`src/rtl/calc_sequencer.sv`:
```
// Front-end controller for the 8-bit accumulator calculator: conditions the
// Enter button, sequences the ALU through execute/commit and owns the accumulator.
module calc_sequencer #(
    parameter int WIDTH           = 8,
    parameter int DEBOUNCE_CYCLES = 4
) (
    input  logic             clk,
    input  logic             rst,
    input  logic             enter_in,
    input  logic             clear_in,
    input  logic [WIDTH-1:0] num_in,
    input  logic [1:0]       op_in,
    output logic [WIDTH-1:0] acc_out,
    output logic             carry_out,
    output logic             zero_out,
    output logic             busy_out,
    output logic             done_out,
    output logic             overrun_out
);

    typedef enum logic [1:0] {
        IDLE   = 2'd0,
        EXEC   = 2'd1,
        COMMIT = 2'd2
    } state_t;

    localparam logic [1:0] OP_ADD = 2'b00;
    localparam logic [1:0] OP_SUB = 2'b01;
    localparam logic [1:0] OP_OR  = 2'b10;
    localparam logic [1:0] OP_EQ  = 2'b11;

    localparam logic [7:0] CNT_LAST = 8'(DEBOUNCE_CYCLES - 1);

    state_t state;
    state_t next;

    logic             s1;
    logic             s2;
    logic             db;
    logic             db_d;
    logic [7:0]       cnt;
    logic             press;

    logic [WIDTH-1:0] opnd_r;
    logic [1:0]       op_r;
    logic [WIDTH-1:0] result_r;
    logic             cy_r;

    logic [WIDTH-1:0] alu_res;
    logic             alu_cy;
    logic [WIDTH:0]   sum;
    logic [WIDTH:0]   diff;

    logic             load;
    logic             exec;
    logic             commit;
    logic             lost;

    // Two-flop synchroniser for the asynchronous button level
    always_ff @(posedge clk or posedge rst) begin
        if (rst) begin
            s1 <= 1'b0;
            s2 <= 1'b0;
        end else begin
            s1 <= enter_in;
            s2 <= s1;
        end
    end

    // Level only moves after DEBOUNCE_CYCLES consecutive differing samples
    always_ff @(posedge clk or posedge rst) begin
        if (rst) begin
            db  <= 1'b0;
            cnt <= 8'd0;
        end else if (s2 == db) begin
            cnt <= 8'd0;
        end else if (cnt == CNT_LAST) begin
            db  <= s2;
            cnt <= 8'd0;
        end else begin
            cnt <= cnt + 8'd1;
        end
    end

    always_ff @(posedge clk or posedge rst) begin
        if (rst) begin
            db_d <= 1'b0;
        end else begin
            db_d <= db;
        end
    end

    assign press = db & ~db_d;

    always_ff @(posedge clk or posedge rst) begin
        if (rst) begin
            state <= IDLE;
        end else begin
            state <= next;
        end
    end

    always_comb begin
        next = state;
        if (clear_in) begin
            next = IDLE;
        end else begin
            case (state)
                IDLE:    if (press) next = EXEC;
                EXEC:    next = COMMIT;
                COMMIT:  next = IDLE;
                default: next = IDLE;
            endcase
        end
    end

    always_comb begin
        busy_out = (state != IDLE);
        load     = (state == IDLE) & press & ~clear_in;
        exec     = (state == EXEC) & ~clear_in;
        commit   = (state == COMMIT) & ~clear_in;
        lost     = (state != IDLE) & press & ~clear_in;
    end

    assign sum  = {1'b0, acc_out} + {1'b0, opnd_r};
    assign diff = {1'b0, acc_out} - {1'b0, opnd_r};

    // The extra MSB of diff is the unsigned borrow
    always_comb begin
        alu_res = '0;
        alu_cy  = 1'b0;
        case (op_r)
            OP_ADD:  {alu_cy, alu_res} = sum;
            OP_SUB:  {alu_cy, alu_res} = diff;
            OP_OR:   alu_res = acc_out | opnd_r;
            OP_EQ:   alu_res = WIDTH'(acc_out == opnd_r);
            default: alu_res = '0;
        endcase
    end

    always_ff @(posedge clk or posedge rst) begin
        if (rst) begin
            opnd_r <= '0;
            op_r   <= OP_ADD;
        end else if (load) begin
            opnd_r <= num_in;
            op_r   <= op_in;
        end
    end

    always_ff @(posedge clk or posedge rst) begin
        if (rst) begin
            result_r <= '0;
            cy_r     <= 1'b0;
        end else if (exec) begin
            result_r <= alu_res;
            cy_r     <= alu_cy;
        end
    end

    always_ff @(posedge clk or posedge rst) begin
        if (rst) begin
            acc_out   <= '0;
            carry_out <= 1'b0;
            zero_out  <= 1'b1;
        end else if (clear_in) begin
            acc_out   <= '0;
            carry_out <= 1'b0;
            zero_out  <= 1'b1;
        end else if (commit) begin
            acc_out   <= result_r;
            carry_out <= cy_r;
            zero_out  <= (result_r == '0);
        end
    end

    always_ff @(posedge clk or posedge rst) begin
        if (rst) begin
            done_out <= 1'b0;
        end else begin
            done_out <= commit;
        end
    end

    always_ff @(posedge clk or posedge rst) begin
        if (rst) begin
            overrun_out <= 1'b0;
        end else if (clear_in) begin
            overrun_out <= 1'b0;
        end else if (lost) begin
            overrun_out <= 1'b1;
        end
    end

endmodule
```
`config.mk`:
```
export PLATFORM = sky130hd
export DESIGN_NAME = calc_sequencer
export DESIGN_NICKNAME = d
export VERILOG_FILES = /design/src/rtl/calc_sequencer.sv
export SDC_FILE = /design/constraint.sdc
export NUM_CORES = 1
export LEC_CHECK = 0
export ABC_AREA = 1
export CORE_AREA = 2 2 66 80
export CTS_CLUSTER_DIAMETER = 50
export DETAILED_ROUTE_END_ITERATION = 8
export DIE_AREA = 0 0 68 82
export GPL_ROUTABILITY_DRIVEN = 0
export PLACE_DENSITY_LB_ADDON = 0.25
export SYNTH_ARGS = -nofsm -noshare
export SYNTH_HDL_FRONTEND = slang
export SYNTH_SLANG_ARGS = --single-unit
```
`constraint.sdc`:
```
create_clock -name clk -period 4.82 [get_ports clk]
set_clock_uncertainty 0.15 [all_clocks]
set_input_delay 0.723 -clock clk [delete_from_list [all_inputs] [get_ports clk]]
set_output_delay 0.723 -clock clk [all_outputs]
set_load 0.05 [all_outputs]
```
==> flow_metrics.env <==
export IMPL_syn_nets=402
export IMPL_antenna_cells=0
export IMPL_clkTransAtPathRegs_ns=0.09
export IMPL_p_sw_uw=735
export IMPL_synth_top_cell_area_share_pct=39.5
export IMPL_fp_dieW_um=68
export IMPL_routed_via_density=5.27
export IMPL_slew_headroom_pct=60.3
export IMPL_slowest_stage="clkdlybuf4s50_1"
export IMPL_tightest_slew_ns=0.595
export IMPL_mostFrequentLayoutCells="nand2_1, inv_1, dfrtp_1"
export IMPL_drc=0
export IMPL_max_freq_mhz=397
export IMPL_synth_ff_type="dfrtp_1"
export IMPL_hold_buffers=0
export IMPL_max_vdd_ir_drop_v=0.000291
export IMPL_period_minus_slack_ns=2.52
export IMPL_ys_ff_latch=45
export IMPL_cp_slowest_stage_delay_ns=0.80
export IMPL_cts_tree="yes"
export IMPL_hold_path_class="reg -> reg"
export IMPL_grt_pass1_vias=2364
export IMPL_rows=28
export IMPL_post_cts_resized=0
export IMPL_p_comb_share_pct=48.3
export IMPL_cts_buffer_depth=2
export IMPL_portBuffers=26
export IMPL_p_int_uw=847
export IMPL_critPathTopFamily="buffers and inverters"
export IMPL_synth_sequential_area_ratio_pct=40.5
export IMPL_cts_sinks=45
export IMPL_grt_start_max_net_pins=46
export IMPL_vias=2368
export IMPL_async_reset_ff_share_pct=100
export IMPL_rsz0062_at_grt="no"
export IMPL_ant_nets=0
export IMPL_period_share_pct=52.2
export IMPL_critPathArrivalTime_ns=1.64
export IMPL_start_util_pct=57.6
export IMPL_grt_antenna_before_repair=0
export IMPL_outcome="finished, final reports clean"
export IMPL_layout_nets=430
export IMPL_io_pins=27
export IMPL_cts_made_buffers=5
export IMPL_final_layout_size_suffix_gt1_share_pct=6.94
export IMPL_multiInputGateArea_um2=1360
export IMPL_drt_iter0_drc=109
export IMPL_wire_per_inst_um=13.9
export IMPL_cap_violations=0
export IMPL_critPathCaptureType="output pin"
export IMPL_firstDrtPassIters=5
export IMPL_cp_buffers_inverters=1
export IMPL_required_ns=3.95
export IMPL_htree_levels=2
export IMPL_final_common_cell="nand2_1"
export IMPL_setup_tns_ns=0
export IMPL_die_h_um=82
export IMPL_swShare_pct=46.5
export IMPL_insertion_delay_ns=0.31
export IMPL_final_seq_area_um2=1130
export IMPL_seqPwrFrac_pct=36.1
export IMPL_setup_viol=0
export IMPL_syn_area_um2=2790
export IMPL_crit_type="reg -> out"
export IMPL_p_clk_share_pct=15.5
export IMPL_yosysWarnings=0
export IMPL_dieArea_um2=5580
export IMPL_core_um2=4830
export IMPL_grt_use_total_pct=25.0
export IMPL_post_route_util_pct=65.9
export IMPL_cp_max_fo=2
export IMPL_p_per_area_nw_per_um2=496
export IMPL_dp_hpwl_um=4580
export IMPL_synth_edf_count=0
export IMPL_finalWirelength_um=6230
export IMPL_area_delta_synth_final_pct=14.4
export IMPL_avgSynthCellArea_um2=7.74
export IMPL_root_buffer="clkbuf_8"
export IMPL_start_kind="flip-flop"
export IMPL_grt_ovfl_total=0
export IMPL_slew_violations=0
export IMPL_grt_pass1_wl_um=10400
export IMPL_nFillCells=429
export IMPL_p_leak_uw=0.00161
export IMPL_finalHoldViolations=0
export IMPL_synth_distinct_cells=32
export IMPL_ys_top_cells_by_area="dfrtp_1, ha_1, nand2_1"
export IMPL_synthCells=360
export IMPL_yosys_area_top_type="dfrtp_1"
export IMPL_worstPathCellList="clkdlybuf4s50_1"
export IMPL_post_cts_buffers=0
metal layers:
| metal | up-vias | share of wire (%) | track usage [%] |
|---|---|---|---|
| met3 | 16 | 4.2 | 4.66 |
| li1 | 1194 | - | - |
| met1 | 1103 | 43 | 30.2 |
| met5 | - | 0 | 0 |
| met4 | 0 | 2.2 | 11.2 |
| met2 | 55 | 50 | 42.8 |
through the flow:
stage               total power, uW  hold WS [ns]  setup WS (ns)  instances  instance area [um^2]
CTS                            1580         0.218           2.30        449                  3190
floorplan                      1140         0.181           2.59        360                  2790
global route                   1710         0.218           2.25        449                  3190
finish                         1580         0.217           2.30        449                  3190
global placement               1320         0.193           2.47        441                  3100
detailed placement             1330         0.200           2.45        441                  3100
cells in the mapped netlist (2+ instances only):
cell and n:
a31oi_1 2, o21ai_1 5, o211ai_1 2, nor2_2 2, nand3_1 30, fa_1 2
a21oi_1 10, xor2_1 2, inv_2 7, nand4_1 9, nor3_1 2, a21oi_2 3
o21ai_0 13, nor2_1 32, o22ai_1 8, dfrtp_1 44, nand2_1 79, ha_1 26
buf_2 5, inv_1 63, nand2_2 3
final cells by class:
type,instances,share of cell area [%]
multi-input combinational,238,42.6
sequential,45,35.4
timing repair buffer,27,8.40
inverter,71,8.36
tap,60,2.36
clock buffer,5,2.16
clock inverter,3,0.707
kinds of logic (layout without fill, tap and decap cells):
group,Yosys count,after routing,share of synthesized area (%)
AND/OR/NAND/NOR,161,161,25.1
buffers and inverters,77,106,10.7
AO/OA/AOI/OAI,46,46,9.66
flip-flops,45,45,40.5
adder cells (fa/ha/maj),28,28,13.1
XOR/XNOR,3,3,0.944
registers in the layout (all words and copies together) (netlist names):
register	count
db	1
cnt	8
overrun_out	1
cy_r	1
s1	1
carry_out	1
state	2
zero_out	1
result_r	8
db_d	1
opnd_r	8
acc_out	8
op_r	2
done_out	1
s2	1
path summary, 6_finish.rpt:
path	to	cells after the start	start	slack [ns]
worst min register to register	s2	0	s1	0.22
worst min-delay path	s2	0	s1	0.22
worst max register to register	result_r[6]	13	acc_out[0]	2.77
min in group asynchronous	s1	3	rst	0.70
max in group asynchronous	opnd_r[4]	3	rst	3.43
worst max-delay path	zero_out	1	zero_out	2.30
power by group through the flow:
stage | Sequential (uW) | Clock, uW | Combinational [uW]
finish | 572 | 245 | 765
global route | 587 | 263 | 864
CTS | 572 | 246 | 762
detailed placement | 578 | 0 | 756
global placement | 573 | 0 | 746
floorplan | 587 | 0 | 555
Note: power is estimated with default switching activity, not from simulation.
